===== config.mk =====
export PLATFORM = sky130hd
export DESIGN_NAME = lsu_bus_ctrl_flat
export DESIGN_NICKNAME = d
export VERILOG_FILES = /design/src/rtl/lsu_bus_ctrl_if.sv /design/src/rtl/lsu_bus_ctrl.sv /design/src/flat_wrapper.sv
export SDC_FILE = /design/constraint.sdc
export NUM_CORES = 1
export LEC_CHECK = 0
export CORE_AREA = 2 2 161 163
export CTS_BUF_LIST = sky130_fd_sc_hd__clkbuf_16
export DETAILED_ROUTE_END_ITERATION = 6
export DIE_AREA = 0 0 163 165
export PLACE_DENSITY_LB_ADDON = 0.15
export SKIP_LAST_GASP = 1
export SLEW_MARGIN = 20
export SYNTH_ARGS = -nofsm -noshare
export SYNTH_HDL_FRONTEND = slang
export SYNTH_SLANG_ARGS = --single-unit

===== constraint.sdc =====
create_clock -name clk -period 4.6 [get_ports clk]
set_input_delay 0.92 -clock clk [delete_from_list [all_inputs] [get_ports clk]]
set_output_delay 0.92 -clock clk [all_outputs]
set_load 0.02 [all_outputs]

===== src/rtl/lsu_bus_ctrl_if.sv =====
// Data-memory bus between the load/store controller (master) and memory (slave).
`timescale 1ns/1ps
interface lsu_bus_ctrl_if #(
   parameter int unsigned XLEN = 64,
   parameter int unsigned NB   = XLEN / 8
);
   logic            mem_req_valid;
   logic            mem_req_ready;
   logic            mem_req_wr;
   logic [XLEN-1:0] mem_req_addr;
   logic [NB-1:0]   mem_req_wstrb;
   logic [XLEN-1:0] mem_req_wdata;
   logic            mem_rsp_valid;
   logic [XLEN-1:0] mem_rsp_rdata;

   modport master (
      output mem_req_valid, mem_req_wr, mem_req_addr, mem_req_wstrb, mem_req_wdata,
      input  mem_req_ready, mem_rsp_valid, mem_rsp_rdata
   );

   modport slave (
      input  mem_req_valid, mem_req_wr, mem_req_addr, mem_req_wstrb, mem_req_wdata,
      output mem_req_ready, mem_rsp_valid, mem_rsp_rdata
   );
endinterface


===== src/rtl/lsu_bus_ctrl.sv =====
// Load/store bus controller: stalls the core while one aligned access runs on the memory bus.
// Define LSU_TIMEOUT_EN to abandon a response wait after TIMEOUT cycles.
`timescale 1ns/1ps
module lsu_bus_ctrl #(
   parameter int unsigned XLEN    = 64,
   parameter int unsigned NB      = XLEN / 8,
   parameter int unsigned OFS     = $clog2(NB),
   parameter int unsigned TIMEOUT = 255
) (
   input  logic                clk,
   input  logic                rst_n,
   input  logic                acs_en,
   input  logic                acs_wr,
   input  logic [NB-1:0]       acs_bytes,
   input  logic [XLEN-1:0]     acs_addr,
   input  logic [XLEN-1:0]     acs_wdata,
   output logic [XLEN-1:0]     acs_rdata,
   output logic                stall,
   output logic                misalign,
   output logic                bus_timeout,
   lsu_bus_ctrl_if.master      mem
);

   localparam int unsigned SW = OFS + 1;

   if ((XLEN != 32) && (XLEN != 64)) begin : g_bad_xlen
      $error("lsu_bus_ctrl: XLEN must be 32 or 64");
   end
   if (TIMEOUT < 1) begin : g_bad_timeout
      $error("lsu_bus_ctrl: TIMEOUT must be at least 1");
   end

   typedef enum logic [1:0] {IDLE, REQ, WAIT, DONE} state_e;

   state_e          state_q;
   logic            valid_q;
   logic            wr_q;
   logic [XLEN-1:0] addr_q;
   logic [NB-1:0]   strb_q;
   logic [XLEN-1:0] wdata_q;
   logic [OFS-1:0]  ofs_q;
   logic [NB-1:0]   bytes_q;
   logic [XLEN-1:0] rdata_q;
   logic            misalign_q;

   logic [SW-1:0]   size;
   logic [SW-1:0]   size_m1;
   logic [OFS-1:0]  ofs;
   logic            misaligned;
   logic [XLEN-1:0] addr_d;
   logic [NB-1:0]   strb_d;
   logic [XLEN-1:0] wdata_d;
   logic [XLEN-1:0] lane_mask;
   logic [XLEN-1:0] rdata_d;

   always_comb begin
      size = '0;
      for (int unsigned i = 0; i < NB; i++) begin
         size = size + SW'(acs_bytes[i]);
      end
      size_m1    = size - SW'(1);
      ofs        = acs_addr[OFS-1:0];
      misaligned = |(ofs & size_m1[OFS-1:0]);
      addr_d     = acs_addr;
      addr_d[OFS-1:0] = '0;
      strb_d     = acs_bytes << ofs;
      wdata_d    = acs_wdata << {ofs, 3'b000};
   end

   // Load data: move the addressed lanes down to bit 0 and keep only the accessed bytes.
   always_comb begin
      lane_mask = '0;
      for (int unsigned b = 0; b < NB; b++) begin
         lane_mask[b*8 +: 8] = {8{bytes_q[b]}};
      end
      rdata_d = wr_q ? '0 : ((mem.mem_rsp_rdata >> {ofs_q, 3'b000}) & lane_mask);
   end

`ifdef LSU_TIMEOUT_EN
   localparam int unsigned CW = ($clog2(TIMEOUT + 1) > 8) ? $clog2(TIMEOUT + 1) : 8;
   logic [CW-1:0] cnt_q;
   logic          timeout_q;
`endif

   always_ff @(posedge clk or negedge rst_n) begin
      if (!rst_n) begin
         state_q    <= IDLE;
         valid_q    <= 1'b0;
         wr_q       <= 1'b0;
         addr_q     <= '0;
         strb_q     <= '0;
         wdata_q    <= '0;
         ofs_q      <= '0;
         bytes_q    <= '0;
         rdata_q    <= '0;
         misalign_q <= 1'b0;
`ifdef LSU_TIMEOUT_EN
         cnt_q      <= '0;
         timeout_q  <= 1'b0;
`endif
      end else begin
         case (state_q)
            IDLE: begin
               if (acs_en) begin
                  if (misaligned) begin
                     misalign_q <= 1'b1;
                     state_q    <= DONE;
                  end else begin
                     wr_q    <= acs_wr;
                     addr_q  <= addr_d;
                     strb_q  <= strb_d;
                     wdata_q <= wdata_d;
                     ofs_q   <= ofs;
                     bytes_q <= acs_bytes;
                     valid_q <= 1'b1;
                     state_q <= REQ;
                  end
               end
            end
            REQ: begin
               if (mem.mem_req_ready) begin
                  valid_q <= 1'b0;
                  state_q <= WAIT;
`ifdef LSU_TIMEOUT_EN
                  cnt_q   <= '0;
`endif
               end
            end
            WAIT: begin
               if (mem.mem_rsp_valid) begin
                  rdata_q <= rdata_d;
                  state_q <= DONE;
               end
`ifdef LSU_TIMEOUT_EN
               else if (cnt_q == CW'(TIMEOUT - 1)) begin
                  rdata_q   <= '0;
                  timeout_q <= 1'b1;
                  state_q   <= DONE;
               end else begin
                  cnt_q <= cnt_q + CW'(1);
               end
`endif
            end
            DONE: begin
               misalign_q <= 1'b0;
`ifdef LSU_TIMEOUT_EN
               timeout_q  <= 1'b0;
`endif
               state_q    <= IDLE;
            end
            default: state_q <= IDLE;
         endcase
      end
   end

   assign stall     = acs_en & (state_q != DONE);
   assign misalign  = misalign_q;
   assign acs_rdata = rdata_q;
`ifdef LSU_TIMEOUT_EN
   assign bus_timeout = timeout_q;
`else
   assign bus_timeout = 1'b0;
`endif

   assign mem.mem_req_valid = valid_q;
   assign mem.mem_req_wr    = wr_q;
   assign mem.mem_req_addr  = addr_q;
   assign mem.mem_req_wstrb = strb_q;
   assign mem.mem_req_wdata = wdata_q;

endmodule


===== src/flat_wrapper.sv =====
// flat-port wrapper written by rule: the top's interface ports become plain ports
module lsu_bus_ctrl_flat 
#(
   parameter int unsigned XLEN    = 64,
   parameter int unsigned NB      = XLEN / 8,
   parameter int unsigned OFS     = $clog2(NB),
   parameter int unsigned TIMEOUT = 255
)
  (clk, rst_n, acs_en, acs_wr, acs_bytes, acs_addr, acs_wdata, acs_rdata, stall, misalign, bus_timeout, mem_mem_req_valid, mem_mem_req_wr, mem_mem_req_addr, mem_mem_req_wstrb, mem_mem_req_wdata, mem_mem_req_ready, mem_mem_rsp_valid, mem_mem_rsp_rdata);
  lsu_bus_ctrl_if #(.XLEN(XLEN), .NB(NB)) mem_i ();
  input  logic clk;
  input  logic rst_n;
  input  logic acs_en;
  input  logic acs_wr;
  input  logic [NB-1:0] acs_bytes;
  input  logic [XLEN-1:0] acs_addr;
  input  logic [XLEN-1:0] acs_wdata;
  output logic [XLEN-1:0] acs_rdata;
  output logic stall;
  output logic misalign;
  output logic bus_timeout;
  output wire logic [$bits(mem_i.mem_req_valid)-1:0] mem_mem_req_valid;
  output wire logic [$bits(mem_i.mem_req_wr)-1:0] mem_mem_req_wr;
  output wire logic [$bits(mem_i.mem_req_addr)-1:0] mem_mem_req_addr;
  output wire logic [$bits(mem_i.mem_req_wstrb)-1:0] mem_mem_req_wstrb;
  output wire logic [$bits(mem_i.mem_req_wdata)-1:0] mem_mem_req_wdata;
  input wire logic [$bits(mem_i.mem_req_ready)-1:0] mem_mem_req_ready;
  input wire logic [$bits(mem_i.mem_rsp_valid)-1:0] mem_mem_rsp_valid;
  input wire logic [$bits(mem_i.mem_rsp_rdata)-1:0] mem_mem_rsp_rdata;
  assign mem_mem_req_valid = mem_i.mem_req_valid;
  assign mem_mem_req_wr = mem_i.mem_req_wr;
  assign mem_mem_req_addr = mem_i.mem_req_addr;
  assign mem_mem_req_wstrb = mem_i.mem_req_wstrb;
  assign mem_mem_req_wdata = mem_i.mem_req_wdata;
  assign mem_i.mem_req_ready = mem_mem_req_ready;
  assign mem_i.mem_rsp_valid = mem_mem_rsp_valid;
  assign mem_i.mem_rsp_rdata = mem_mem_rsp_rdata;
  lsu_bus_ctrl #(.XLEN(XLEN), .NB(NB), .OFS(OFS), .TIMEOUT(TIMEOUT)) u_core (.clk(clk), .rst_n(rst_n), .acs_en(acs_en), .acs_wr(acs_wr), .acs_bytes(acs_bytes), .acs_addr(acs_addr), .acs_wdata(acs_wdata), .acs_rdata(acs_rdata), .stall(stall), .misalign(misalign), .bus_timeout(bus_timeout), .mem(mem_i));
endmodule

Word level (Yosys, flattened, before mapping)

Index checks and enable logic that the tools add are counted.

Bitwise gates (word level): 4
Shift-type cells: 3
Eq/ne operators: 9
Add/subtract/negate cells: 8
Muxes and demuxes: 13
Reduce and logical (&&, ||, !) cells: 9

Operators by type and width:

| operator              | number |
|---|---|
| $and A64 B64 Y64      | 1 |
| $mux W64              | 1 |
| $shl A64 B6 Y64       | 1 |
| $shr A64 B6 Y64       | 1 |
| $add A3 B1 Y3         | 6 |
| $ne A2 B2 Y1 const B  | 5 |
| $reduce_and A3 Y1     | 3 |
| $mux W2               | 4 |
| $pmux W2 S4           | 1 |
| $shl A8 B3 Y8         | 1 |
| $mux W1               | 5 |
| $eq A2 B2 Y1 const B  | 2 |
| $pmux W1 S2           | 2 |
| $reduce_and A4 Y1     | 1 |
| $reduce_bool A2 Y1    | 2 |
| $and A3 B3 Y3         | 1 |
| $reduce_or A3 Y1      | 1 |
| $sub A3 B1 Y3 const B | 1 |
| $add A1 B1 Y2         | 1 |
| $eq A2 B1 Y1 const B  | 1 |
| $logic_not A2 Y1      | 1 |
| $ne A2 B1 Y1 const B  | 1 |
| $reduce_and A2 Y1     | 1 |
| $and A1 B1 Y1         | 1 |
| $not A1 Y1            | 1 |

Flip-flop bits (word level): 213
Output and inout bits: 205
Input port bits: 206
Word-level logic and storage cells: 56

Depth between registers and ports, before layout

Gate-level depths: netlist of the first run.

Depth in word-level cells: 13
Mapped depth: 15
Depth with buffers taken out: 13

Least setup slack after synthesis of the first run

No wires, ideal clock.

Path type: in2reg
From: in acs_bytes[0]
To: reg u_core.wdata_q[61], in the netlist u_core.mem.mem_req_wdata[61]
Path slack: 0.144 ns
Path buffers: 2
Arrival: 4.331 ns
Cell stages on the path: 15
Cell sequence: ha_1 inv_1 ha_1 fa_1 fa_1 inv_1 ha_1 inv_1 fa_1 xnor3_1 a221o_2 nor2_8 buf_8 buf_6 mux2_2

Word-level cells in the longest chain between the ends: 12

RTL lines:

| what                               | line                | source |
|---|---|---|
| start: declaration                 | flat_wrapper.sv:15  | `input logic [NB-1:0] acs_bytes;` |
| $add A1 B1 Y2                      | lsu_bus_ctrl.sv:59  | `size = size + SW'(acs_bytes[i]);` |
| $add A3 B1 Y3 (6 in a row)         | lsu_bus_ctrl.sv:59  |  |
| $sub A3 B1 Y3                      | lsu_bus_ctrl.sv:61  | `size_m1 = size - SW'(1);` |
| $and A3 B3 Y3                      | lsu_bus_ctrl.sv:63  | `misaligned = \|(ofs & size_m1[OFS-1:0]);` |
| $reduce_or A3 Y1                   | lsu_bus_ctrl.sv:63  |  |
| $not A1 Y1 (no source line)        | --                  |  |
| $reduce_and A3 Y1 (no source line) | --                  |  |
| end signal: assignment             | lsu_bus_ctrl.sv:112 | `wdata_q <= wdata_d;` |
| end: declaration                   | lsu_bus_ctrl.sv:40  | `logic [XLEN-1:0] wdata_q;` |

Every way passes these cells.
A chain may end at the register's enable or synchronous reset.

Worst setup path in the final report of the first run

From: in acs_bytes[3]
To: reg u_core.addr_q[31], in the netlist u_core.mem.mem_req_addr[31]

Word-level cells in the longest chain between the ends: 10

RTL lines:

| what                               | line                | source |
|---|---|---|
| $add A3 B1 Y3 (5 in a row)         | lsu_bus_ctrl.sv:59  |  |
| $sub A3 B1 Y3                      | lsu_bus_ctrl.sv:61  |  |
| $and A3 B3 Y3                      | lsu_bus_ctrl.sv:63  |  |
| $reduce_or A3 Y1                   | lsu_bus_ctrl.sv:63  |  |
| $not A1 Y1 (no source line)        | --                  |  |
| $reduce_and A3 Y1 (no source line) | --                  |  |
| end signal: assignment             | lsu_bus_ctrl.sv:110 | `addr_q <= addr_d;` |
| end: declaration                   | lsu_bus_ctrl.sv:38  | `logic [XLEN-1:0] addr_q;` |

Every way passes these cells.

==> out/results.txt, run 1 <==
die area -> 26,900 µm²
final hold vios -> 0
Tmin final -> 4510 ps
pre-CTS setup slack -> -564 ps
post-synthesis xor/xnor area fraction -> 0.193%
num rows -> 58
worst endpoint required time -> 5000 ps
multiplexer share of the synthesized area -> 25.5%
GRT Resource Usage Total -> 27.3%
CP max-delay cell -> fa_1
clock buffer depth -> 3
fin worst setup slack -> 86.7 ps
placeable core area -> 25,000 µm²
post-synth top area cell -> dfrtp_1
main area contributors after synthesis -> dfrtp_1, mux2_2, mux2i_1, mux2_1, mux4_2
met1 usage -> 36.7%
Final period util -> 98.1%
H-tree depth -> 1
Simple-Gate Fraction of Synth Area -> 7.48%
Sink Count -> 213
largest net degree at the start of global routing -> 140
fin. max-slew vios -> 0
most common flop cell mapped by yosys -> dfrtp_1
first-pass GRT wire length -> 57,600 µm
pwr dens -> 611 nW/µm²
worst skew pair latency -> 520 ps
Hold Crit Class -> in -> async
routability cong. -> 0.886
Crit path buffers/inverters -> 6
Starting Density -> 46.7%
layout cells sized above 1 -> 14.5%
antenna violations before repair -> 3
critical path cell sequence -> clkdlybuf4s50_1 -> inv_1 -> ha_4 -> fa_1 -> fa_1 -> inv_1 -> ha_1 -> inv_1 -> fa_1 -> xnor3_1 -> a221o_2 -> nor2_8 -> buf_12 -> clkbuf_16 -> mux2_2
CP Launch Type -> input pin
drt wl/cell -> 22.3 µm
Crit Path Category -> in -> reg
number of global-route vias before repair -> 9,936
register area share after synthesis -> 45.6%
Mapped Area -> 11,700 µm²
Mapped Avg Cell Area -> 11.4 µm²
# setup viols final -> 0
# IOs -> 411
Worst path top cell family by delay -> adder cells
met2 Usage GRT -> 44.4%
Post-synth EDFFs -> 0
final total power -> 10,300 µW
commonest non-fill, non-tap cell in the layout -> clkdlybuf4s50_1
Slew @ Worst Pin -> 995 ps
crit path DAT -> 4910 ps
nets -> 1,622
Ys Warns -> 0
routed via count divided by cell count -> 5.75
grt ovf -> 0
Mapped Cells -> 1,025
HPWL Detailed -> 28,200 µm
Root Buffer -> clkbuf_16
TritonCTS Buffers -> 24
Async SR Flop Fraction -> 100%
commonest non-fill, non-tap cells in the layout -> clkdlybuf4s50_1, dfrtp_1, mux2_2
DR DRC count -> 0
status -> finished clean
post-synthesis cell type count -> 55
hold_buf cts -> 0
final core occ -> 67.5%
CP Max Fanout -> 10
Lkg Pwr -> 0.00727 µW
combinational family with the most area after synthesis -> multiplexers
total wire length -> 39,000 µm
I/O Buffers -> 406
worst vdd ir -> 0.368 mV
top cell type's share of synthesized area -> 45.6%
Area Growth Syn to Fin -> 44.5%
Max Cap Viol -> 0
compound-gate portion of the synthesized area -> 15.0%
Slew HR -> 33.7%
drt pass-1 iters -> 5
clock-pin slew on the worst setup and hold paths -> 60 ps
total negative slack -> 0 ps
Critical Path Max Stage Delay -> 530 ps
Max Clk Rate -> 0.222 GHz
die width -> 163 µm
DR vias -> 10,065
TritonCTS clock tree -> built
Clock Skews -> 17.8 ps
drt first-iter violations -> 824
gr busiest metal -> met2
met3 Use GR -> 5.73%
Post-Synth Adder-Cell Area -> 1.58%
Die H -> 165 µm
Seq cells post-synth -> 213
Post-DRT Antenna Nets -> 0
critical path endpoint category -> flip-flop
==> worst reg2reg max path: stages (launching register included) <==
cell	delay, ps
dfrtp_1	420
inv_1	130
ha_1	290
nor4bb_4	700
buf_4	300
and2_1	390
a22oi_1	240
nand2_1	110
==> flip-flops by register name (all words and copies together) (netlist names) <==
signal / flops
u_core.acs_rdata: 64
u_core.bytes_q: 8
u_core.mem.mem_req_addr: 61
u_core.mem.mem_req_valid: 1
u_core.mem.mem_req_wdata: 64
u_core.mem.mem_req_wr: 1
u_core.mem.mem_req_wstrb: 8
u_core.misalign: 1
u_core.ofs_q: 3
u_core.state_q: 2
==> what timing repair did <==
item	in CTS	in global routing
buffers inserted	0	4
endpoints found under the setup margin	71	148
gates cloned	0	6
pin swaps	0	3
resized for setup	0	8
==> power by group <==
part	total (µW)	switching, µW	internal, µW
sequential	3310	596	2710
clock	1780	755	1020
combinational	5240	2650	2590
total	10300	4000	6320
==> area by class of cell <==
type,count,area (µm²)
fill,1949,8130
tap,330,413
inverter,18,67.6
clock inverter,17,92.6
multi-input combinational,706,5870
sequential,213,5330
clock buffer,25,626
timing repair buffer,440,4500
antenna,1,2.50
==> through the flow <==
stage               area, µm²  instances  hold slack, ps
global placement        15900       1696             455
global route            16900       1750             386
floorplan               11700       1028             458
CTS                     16700       1738             476
finish                  16900       1750             342
detailed placement      15900       1696             464
==> cells in the mapped netlist, types with 17 or more instances <==
cell type,count
a21oi_1,17
buf_2,23
mux2_1,58
o31ai_1,31
mux2_2,95
nor2_1,22
nand2_1,90
clkbuf_1,42
dfrtp_1,213
mux2i_1,83
o21ai_0,77
a22oi_1,20
a211oi_1,17
mux4_2,19
inv_1,18
nor2b_1,23
==> final timing paths <==
path / to / slack (ps) / cells past startpoint / startpoint
max: u_core.mem.mem_req_addr[31] / 90 / 15 / acs_bytes[3]
min: u_core.acs_rdata[13] / 340 / 1 / rst_n
max reg2reg: u_core.acs_rdata[4] / 1960 / 7 / u_core.state_q[0]
min reg2reg: u_core.acs_rdata[4] / 470 / 2 / u_core.acs_rdata[4]
max in group asynchronous: u_core.bytes_q[5] / 3070 / 3 / rst_n
min in group clk: u_core.acs_rdata[4] / 470 / 2 / u_core.acs_rdata[4]
==> kinds of logic after synthesis <==
family / count (synthesis)
compound gates: 253
xor+xnor: 1
fa+ha+maj: 13
buf+inv: 109
flops: 213
mux: 255
other cells: 1
simple gates: 180
==> layer usage <==
layer,up-vias,part of all wire (%)
met5,-,0.069
met4,4,3.4
met3,92,7.9
met2,471,48
met1,4951,41
li1,4547,-
Power figures use the tool's default switching activity.
==> run 2: changes to the inputs <==
--- a/config.mk
+++ b/config.mk
@@ -5,10 +5,12 @@
 export SDC_FILE = /design/constraint.sdc
 export NUM_CORES = 1
 export LEC_CHECK = 0
-export CORE_AREA = 2 2 161 163
+export CORE_MARGIN = 2
+export CORE_UTILIZATION = 30
 export CTS_BUF_LIST = sky130_fd_sc_hd__clkbuf_16
 export DETAILED_ROUTE_END_ITERATION = 6
-export DIE_AREA = 0 0 163 165
+export GPL_ROUTABILITY_DRIVEN = 0
+export HOLD_SLACK_MARGIN = 0.03
 export PLACE_DENSITY_LB_ADDON = 0.15
 export SKIP_LAST_GASP = 1
 export SLEW_MARGIN = 20
==> run 2 against run 1 <==
Against the previous run: routed wire length rose by 7.9%; critical path depth did not move; clock skew fell by 4.1 ps; power rose by 3.4%; via count fell by 1.6%; cell area rose by 3.1%; die area rose by 51%; sequential power barely moved.
==> out/results.txt, run 2 (synthesis gave the netlist of run 1 again) <==
status -> finished clean
Area Growth Syn to Fin -> 49.0%
worst skew pair latency -> 540 ps
HPWL Detailed -> 30,600 µm
fin. max-slew vios -> 0
Lkg Pwr -> 0.00740 µW
number of global-route vias before repair -> 10,177
commonest non-fill, non-tap cell in the layout -> clkdlybuf4s50_1
pre-CTS setup slack -> -607 ps
die area -> 40,600 µm²
Starting Density -> 30.3%
DP Area -> 16,200 µm²
Max Cap Viol -> 0
Sink Count -> 213
Hold Slack -> 415 ps
Max Clk Rate -> 0.225 GHz
fin worst setup slack -> 150 ps
layout cells sized above 1 -> 15.9%
Hold Crit Class -> in -> async
final total power -> 10,700 µW
placeable core area -> 38,600 µm²
DR DRC count -> 0
worst endpoint required time -> 5020 ps
RSZ-0062 raised after global routing -> false
H-tree depth -> 1
# IOs -> 411
Post-DRT Antenna Nets -> 0
drt first-iter violations -> 535
final hold vios -> 0
drt wl/cell -> 21.5 µm
Tmin final -> 4450 ps
clock-pin slew on the worst setup and hold paths -> 60 ps
TritonCTS clock tree -> built
CP Launch Type -> input pin
hold_buf cts -> 0
GRT Resource Usage Total -> 19.8%
critical path endpoint category -> flip-flop
Crit Path Category -> in -> reg
commonest non-fill, non-tap cells in the layout -> clkdlybuf4s50_1, dfrtp_1, mux2_2
# setup viols final -> 0
crit path DAT -> 4870 ps
total wire length -> 42,000 µm
Slew HR -> 28.1%
Slew @ Worst Pin -> 1070 ps
antenna violations before repair -> 9
CP Max Fanout -> 8
I/O Buffers -> 406
Die H -> 201 µm
Root Buffer -> clkbuf_16
Clock Skews -> 13.7 ps
worst vdd ir -> 0.334 mV
Fillers -> 3,697
Final period util -> 96.7%
placed cell count -> 1,893
clock buffer depth -> 3
TritonCTS Buffers -> 26
largest net degree at the start of global routing -> 99
fin area -> 17,400 µm²
nets -> 1,636
DR vias -> 9,899
reg2reg setup slack -> 1890 ps
pwr dens -> 612 nW/µm²
Finished Layout Cells -> 1,957
drt pass-1 iters -> 5
first-pass GRT wire length -> 63,000 µm
num rows -> 72
routed via count divided by cell count -> 5.06
grt ovf -> 0
die width -> 201 µm
==> run 2: changes by cell type in the layout (fill, tap and decap cells not counted), moves of 2 or more <==
cell / change
buf_6: +2
buf_4: +8
clkbuf_16: +4
inv_1: -4
bufinv_16: +3
clkinv_2: +4
==> run 2: final timing paths <==
path	endpoint	from	cells after the start
setup / recovery	u_core.mem.mem_req_addr[10]	acs_bytes[3]	15
hold / removal	u_core.acs_rdata[6]	rst_n	1
setup reg to reg	u_core.acs_rdata[26]	u_core.state_q[0]	7
hold reg to reg	u_core.acs_rdata[7]	u_core.acs_rdata[7]	2
max in group asynchronous	u_core.mem.mem_req_addr[24]	rst_n	2
min in group clk	u_core.acs_rdata[7]	u_core.acs_rdata[7]	2
==> run 2: where the power goes <==
group,switching (µW),internal [µW],total (µW)
clock network,829,1250,2080
logic,2620,2640,5260
registers,623,2710,3330
total,4070,6600,10700
==> run 2: per-layer routing <==
| layer | wire length, µm | part of all wire, % | GRT usage, % |
|---|---|---|---|
| met5 | 82 | 0.20 | 0 |
| met2 | 19700 | 47 | 31.6 |
| met3 | 3110 | 7.4 | 5.23 |
| met4 | 780 | 1.9 | 4.86 |
| met1 | 18400 | 44 | 26.9 |
==> run 2: metrics by stage <==
stage / utilization, % / setup TNS, ps
2_1_floorplan: - / 0
3_3_place_gp: 42.1 / -63170
3_5_place_dp: 42.1 / -74870
4_1_cts: 44.6 / -927
5_1_grt: 45.2 / 0
6_report: 45.2 / 0
==> run 2: worst max-delay path, cell delays in order <==
cell and delay [ps]:
clkdlybuf4s50_1 480, inv_1 90, ha_4 280, fa_1 450, fa_1 490, inv_1 80
ha_1 130, inv_1 60, fa_2 380, xnor3_1 180, a221o_2 430, nor2_8 230
buf_12 180, clkbuf_16 170, mux2_2 330
==> run 2: cell type report <==
class | count | area (µm²) | share of cell area (%)
flip-flops and latches | 213 | 5330 | 30.6
inverters | 18 | 67.6 | 0.388
repair buffers | 452 | 4650 | 26.7
clock buffers | 26 | 651 | 3.73
diodes | 2 | 5.00 | 0.0287
well taps | 518 | 648 | 3.72
clock inverters | 22 | 211 | 1.21
multi-input cells | 706 | 5870 | 33.7
==> run 2: what timing repair did <==
item / in CTS / in global routing
pin swaps: 0 / 5
resized for setup: 0 / 9
cloned: 1 / 10
setup buffers: 3 / 1
endpoints found under the setup margin: 41 / 133
==> run 3: changes to the inputs <==
--- a/config.mk
+++ b/config.mk
@@ -12,7 +12,6 @@
 export GPL_ROUTABILITY_DRIVEN = 0
 export HOLD_SLACK_MARGIN = 0.03
 export PLACE_DENSITY_LB_ADDON = 0.15
-export SKIP_LAST_GASP = 1
 export SLEW_MARGIN = 20
 export SYNTH_ARGS = -nofsm -noshare
 export SYNTH_HDL_FRONTEND = slang
==> run 3 against run 2 <==
Against the previous run: routed wire length hardly changed; critical endpoint is now u_core.mem.mem_req_wdata[52]; largest cell class unchanged; highest routed layer unchanged; cell area up 0.14%; sequential power about the same.
==> out/results.txt, run 3 (synthesis gave the netlist of run 1 again) <==
status -> finished clean
worst vdd ir -> 0.333 mV
Slew @ Worst Pin -> 1070 ps
Clock Skews -> 12.7 ps
nets -> 1,637
clock-pin slew on the worst setup and hold paths -> 50 ps
clock buffer depth -> 3
r2r endpoint -> u_core.acs_rdata[26]
part of the power in the clock network -> 19.5%
Comb power frac -> 49.3%
final hold vios -> 0
drt first-iter violations -> 493
HPWL Detailed -> 30,600 µm
CP Max Fanout -> 10
Crit Path Category -> in -> reg
Pint -> 6600 µW
largest net degree at the start of global routing -> 99
CP dominant cell by count -> inv_1
worst skew pair latency -> 540 ps
I/O Buffers -> 406
Max Cap Viol -> 0
Lkg Pwr -> 0.00741 µW
Starting Density -> 30.3%
Finished Layout Cells -> 1,958
fin area -> 17,500 µm²
DP Area -> 16,200 µm²
TritonCTS clock tree -> built
crit path DAT -> 4870 ps
antenna violations before repair -> 9
fin. max-slew vios -> 0
die width -> 201 µm
num rows -> 72
commonest non-fill, non-tap cell in the layout -> clkdlybuf4s50_1
H-tree depth -> 1
placeable core area -> 38,600 µm²
# IOs -> 411
Tmin final -> 4460 ps
GRT Resource Usage Total -> 19.8%
Critical Path Sink -> u_core.mem.mem_req_wdata[52]
routed via count divided by cell count -> 5.05
reg2reg setup slack -> 1900 ps
RSZ-0062 raised after global routing -> false
CP max-delay cell -> fa_1
sw frac -> 38.2%
placed cell count -> 1,893
Worst path top cell family by delay -> adder cells
final total power -> 10,700 µW
Die H -> 201 µm
drt pass-1 iters -> 5
TritonCTS Buffers -> 26
DR vias -> 9,884
CP Launch Type -> input pin
Root Buffer -> clkbuf_16
Critical Path Max Stage Delay -> 550 ps
crit path from -> acs_bytes[3]
Sink Count -> 213
first-pass GRT wire length -> 63,100 µm
# setup viols final -> 0
Final period util -> 97.0%
Max Clk Rate -> 0.224 GHz
drt wl/cell -> 21.5 µm
Reg power frac -> 31.2%
total wire length -> 42,000 µm
reg2reg path depth -> 7
die area -> 40,600 µm²
Hold Slack -> 418 ps
commonest non-fill, non-tap cells in the layout -> clkdlybuf4s50_1, dfrtp_1, mux2_2
Crit path buffers/inverters -> 6
DR DRC count -> 0
Post-DRT Antenna Nets -> 0
Area Growth Syn to Fin -> 49.2%
grt ovf -> 0
Reg-to-Reg Start -> u_core.state_q[0]
final core occ -> 45.3%
worst endpoint required time -> 5010 ps
Hold Crit Class -> in -> async
hold_buf cts -> 0
critical path cell sequence -> clkdlybuf4s50_1 -> inv_1 -> ha_4 -> fa_1 -> fa_1 -> inv_1 -> ha_1 -> inv_1 -> fa_2 -> xnor3_1 -> a221o_2 -> nor2_8 -> buf_6 -> clkbuf_16 -> mux2_1
pwr dens -> 612 nW/µm²
Fillers -> 3,691
Worst path depth -> 15
number of global-route vias before repair -> 10,178
P_sw -> 4080 µW
layout cells sized above 1 -> 15.9%
Slew HR -> 28.1%
critical path endpoint category -> flip-flop
-- run 3: changes by cell type in the layout (fill, tap and decap cells not counted) --
cell and change:
clkbuf_16 +1
-- run 3: final cells by class --
cell class                      count  area (µm²)  share of cell area, %
Multi-Input combinational cell    706        5870                   33.6
Sequential cell                   213        5330                   30.5
Timing Repair Buffer              453        4670                   26.8
Clock buffer                       26         651                   3.73
Tap cell                          518         648                   3.71
Clock inverter                     22         211                   1.21
Inverter                           18        67.6                  0.387
Antenna cell                        2        5.00                 0.0287
-- run 3: worst min-delay path by stage --
stage	from	to	slack, ps	depth (start not counted)
6_report	rst_n	u_core.acs_rdata[6]	420	1
2_1_floorplan	u_core.bytes_q[5]	u_core.bytes_q[5]	460	1
5_1_grt	rst_n	u_core.acs_rdata[6]	460	1
3_3_place_gp	u_core.acs_rdata[7]	u_core.acs_rdata[7]	450	2
3_5_place_dp	u_core.acs_rdata[7]	u_core.acs_rdata[7]	460	2
4_1_cts	rst_n	u_core.acs_rdata[37]	450	1
-- run 3: routing by layer --
metal,wire [µm],vias to the layer above,GRT usage [%]
met2,19600,363,31.6
li1,-,4593,-
met1,18500,4862,26.9
met4,787,12,4.86
met5,82,-,0
met3,3050,54,5.23
-- run 3: metrics by stage --
step / setup slack (ps) / setup TNS, ps
global placement: -523 / -63170
detailed placement: -607 / -74870
finish: 138 / 0
global route: 34.0 / 0
floorplan: 144 / 0
CTS: -22.7 / -767
-- run 3: power by group through the flow --
stage | logic [µW] | registers, µW | clock network [µW]
6_report | 5270 | 3330 | 2080
3_5_place_dp | 5180 | 3360 | 0
3_3_place_gp | 5140 | 3360 | 0
5_1_grt | 5610 | 3470 | 2220
2_1_floorplan | 1950 | 4090 | 0
4_1_cts | 5240 | 3350 | 2150
-- run 3: worst register-to-register path: stages (launching register included) --
cell      delay (ps)
dfrtp_1          420
inv_1            130
ha_1             270
nor4bb_4         780
buf_4            310
nand2_1          200
a211oi_1         360
a221o_1          170
-- run 3: what timing repair did --
| action | CTS | global route |
|---|---|---|
| pin swaps | 0 | 5 |
| cloned | 1 | 11 |
| resized for setup | 2 | 8 |
| setup endpoints to repair | 41 | 133 |
| setup buffers | 3 | 1 |
==> RTL edit: new RTL, flow settings as in run 2 <==
`XLEN` is set to 64 in 3 places; all go to 32.
--- a/src/rtl/lsu_bus_ctrl_if.sv
+++ b/src/rtl/lsu_bus_ctrl_if.sv
@@ -3,3 +3,3 @@
 interface lsu_bus_ctrl_if #(
-   parameter int unsigned XLEN = 64,
+   parameter int unsigned XLEN = 32,
    parameter int unsigned NB   = XLEN / 8
--- a/src/rtl/lsu_bus_ctrl.sv
+++ b/src/rtl/lsu_bus_ctrl.sv
@@ -4,3 +4,3 @@
 module lsu_bus_ctrl #(
-   parameter int unsigned XLEN    = 64,
+   parameter int unsigned XLEN    = 32,
    parameter int unsigned NB      = XLEN / 8,
--- a/src/flat_wrapper.sv
+++ b/src/flat_wrapper.sv
@@ -3,3 +3,3 @@
 #(
-   parameter int unsigned XLEN    = 64,
+   parameter int unsigned XLEN    = 32,
    parameter int unsigned NB      = XLEN / 8,
Interface: changed (8 resized); port bits go from 411 to 211. No check against the original RTL was run, so the function may have changed too.
==> RTL edit against run 2 <==
Setup slack improved by 0.98 ns; design area shrank 55%; area after synthesis down 55%; critical endpoint is now u_core.mem.mem_req_addr[8]; wire length down 62%; sequential cell count fell by 104; count of clock-buffer cells in the layout down 17; power down 55%; highest routed layer is now met4; maximum frequency increased by 28%; largest cell class is now flip-flops and latches.
==> RTL edit: results (changes against run 2) <==
| Metric | Value |
|---|---|
| Grt met1 use | 21.42% (-5.5 points) |
| VDD IR-drop max | 0.0002807 V (-16%) |
| CTS H-tree depth | 3 (+2) |
| Outcome | finished, final reports clean |
| Worst skew pair latency | 0.35 ns (-0.19 ns) |
| Port Buffers | 207 (-49%) |
| Gr usage total | 17.31% (-2.5 points) |
| Share of post-route cells with drive strength above 1 | 5.413% (-10 points) |
| Layout Nets | 847 (-48%) |
| Seq/Total Area, Yosys | 51.84% (+6.3 points) |
| Finished Layout Cells | 964 (-51%) |
| DP Cell Count | 948 (-50%) |
| Hold Crit Class | reg2reg |
| Inverters | 10 (-8) |
| Area of the core | 17240 um^2 (-55%) |
| CTS Buf Count | 9 (-65%) |
| Leak | 3.494 nW (-53%) |
| First-pass GRT wire length | 24.62 mm (-61%) |
| Slew margin rel. | 43.26% (+15 points) |
| DR WL/cell | 16.70 um (-22%) |
| Seq_cells | 109 (-49%) |
| Data arrival, critical path | 3.76 ns (-1.11 ns) |
| Filler cells | 1625 (-56%) |
| Initial antenna violation count | 0 (-9) |
| Via Count | 4604 (-53%) |
| Ant diodes | 0 (-2) |
| Max clock buf depth | 2 (-1) |
| Sequential cell area | 2728 um^2 (-49%) |
| Largest net degree at the start of global routing | 55 (-44%) |
| Multi-Input Combinational | 387 (-45%) |
| Crit-path max FO | 51 (+43) |
| Synth cell count leaders | nand2_1 (176), dfrtp_1 (109), mux2i_1 (36) |
| Grt met2 use | 28.59% (-3.0 points) |
| Top cells by area, synth | dfrtp_1 (52%), nand2_1 (13%), mux2i_1 (6.8%) |
| Vias in the first global route | 4657 (-54%) |
| Signal buffers share of area | 27.72% (+1.1 points) |
| Clock-cell share of area | 3.691% (-1.3 points) |
| Multi-input combinational area share | 29.34% (-4.3 points) |
| Placed Area | 7476 um^2 (-54%) |
| Distinct cell type count after synthesis | 41 (-25%) |
| CP peak stage delay | 0.55 ns (+0.06 ns) |
| Worst Skew | 0.007833 ns (-0.005885 ns) |
| Met3 Usage GRT | 4.922% (-0.31 points) |
| Pre-CTS WS | 0.7456 ns (+1.353 ns) |
-- RTL edit: cell count changes in the layout (fill, tap and decap cells not counted), sizes merged, moves of 47 or more --
cell                  run 2  this run
clkdlybuf4s50           400       205
mux2                    153         0
dfrtp                   213       109
nand2                    90       176
mux2i                    83        36
o21ai                    77        30
-- RTL edit: power by group --
group / switching [mW] / internal [mW] / total, mW / leakage (nW)
registers: 0.288 / 1.38 / 1.66 / 1.42
logic: 1.22 / 1.11 / 2.33 / 1.94
clock network: 0.385 / 0.376 / 0.761 / 0.136
total: 1.90 / 2.86 / 4.76 / 3.49
-- RTL edit: cell families after synthesis --
family | Yosys count | synth area share [%]
other | 1 | 0.07128
AOI/OAI and AO/OA | 109 | 15.36
DFF | 109 | 51.84
adders and majority gates | 7 | 1.807
muxes | 36 | 6.849
xor gates and xnor gates | 1 | 0.1665
and+or+nand+nor | 231 | 18.57
buffers and inverters | 47 | 5.327
-- RTL edit: final timing paths --
| kind | from | to | slack, ns | depth (start not counted) |
|---|---|---|---|---|
| min in group asynchronous | rst_n | u_core.acs_rdata[28] | 0.61 | 1 |
| worst min register to register | u_core.mem.mem_req_addr[27] | u_core.mem.mem_req_addr[27] | 0.47 | 2 |
| worst max-delay path | acs_bytes[0] | u_core.mem.mem_req_addr[8] | 1.13 | 9 |
| worst max register to register | u_core.state_q[0] | u_core.acs_rdata[5] | 2.21 | 6 |
| max in group asynchronous | rst_n | u_core.mem.mem_req_wdata[27] | 3.09 | 2 |
| worst min-delay path | u_core.mem.mem_req_addr[27] | u_core.mem.mem_req_addr[27] | 0.47 | 2 |
-- RTL edit: layer usage --
metal	share of wire, %	vias up
met5	0	-
met4	2.1	0
met3	7.9	21
met2	48	167
met1	42	2202
li1	-	2214
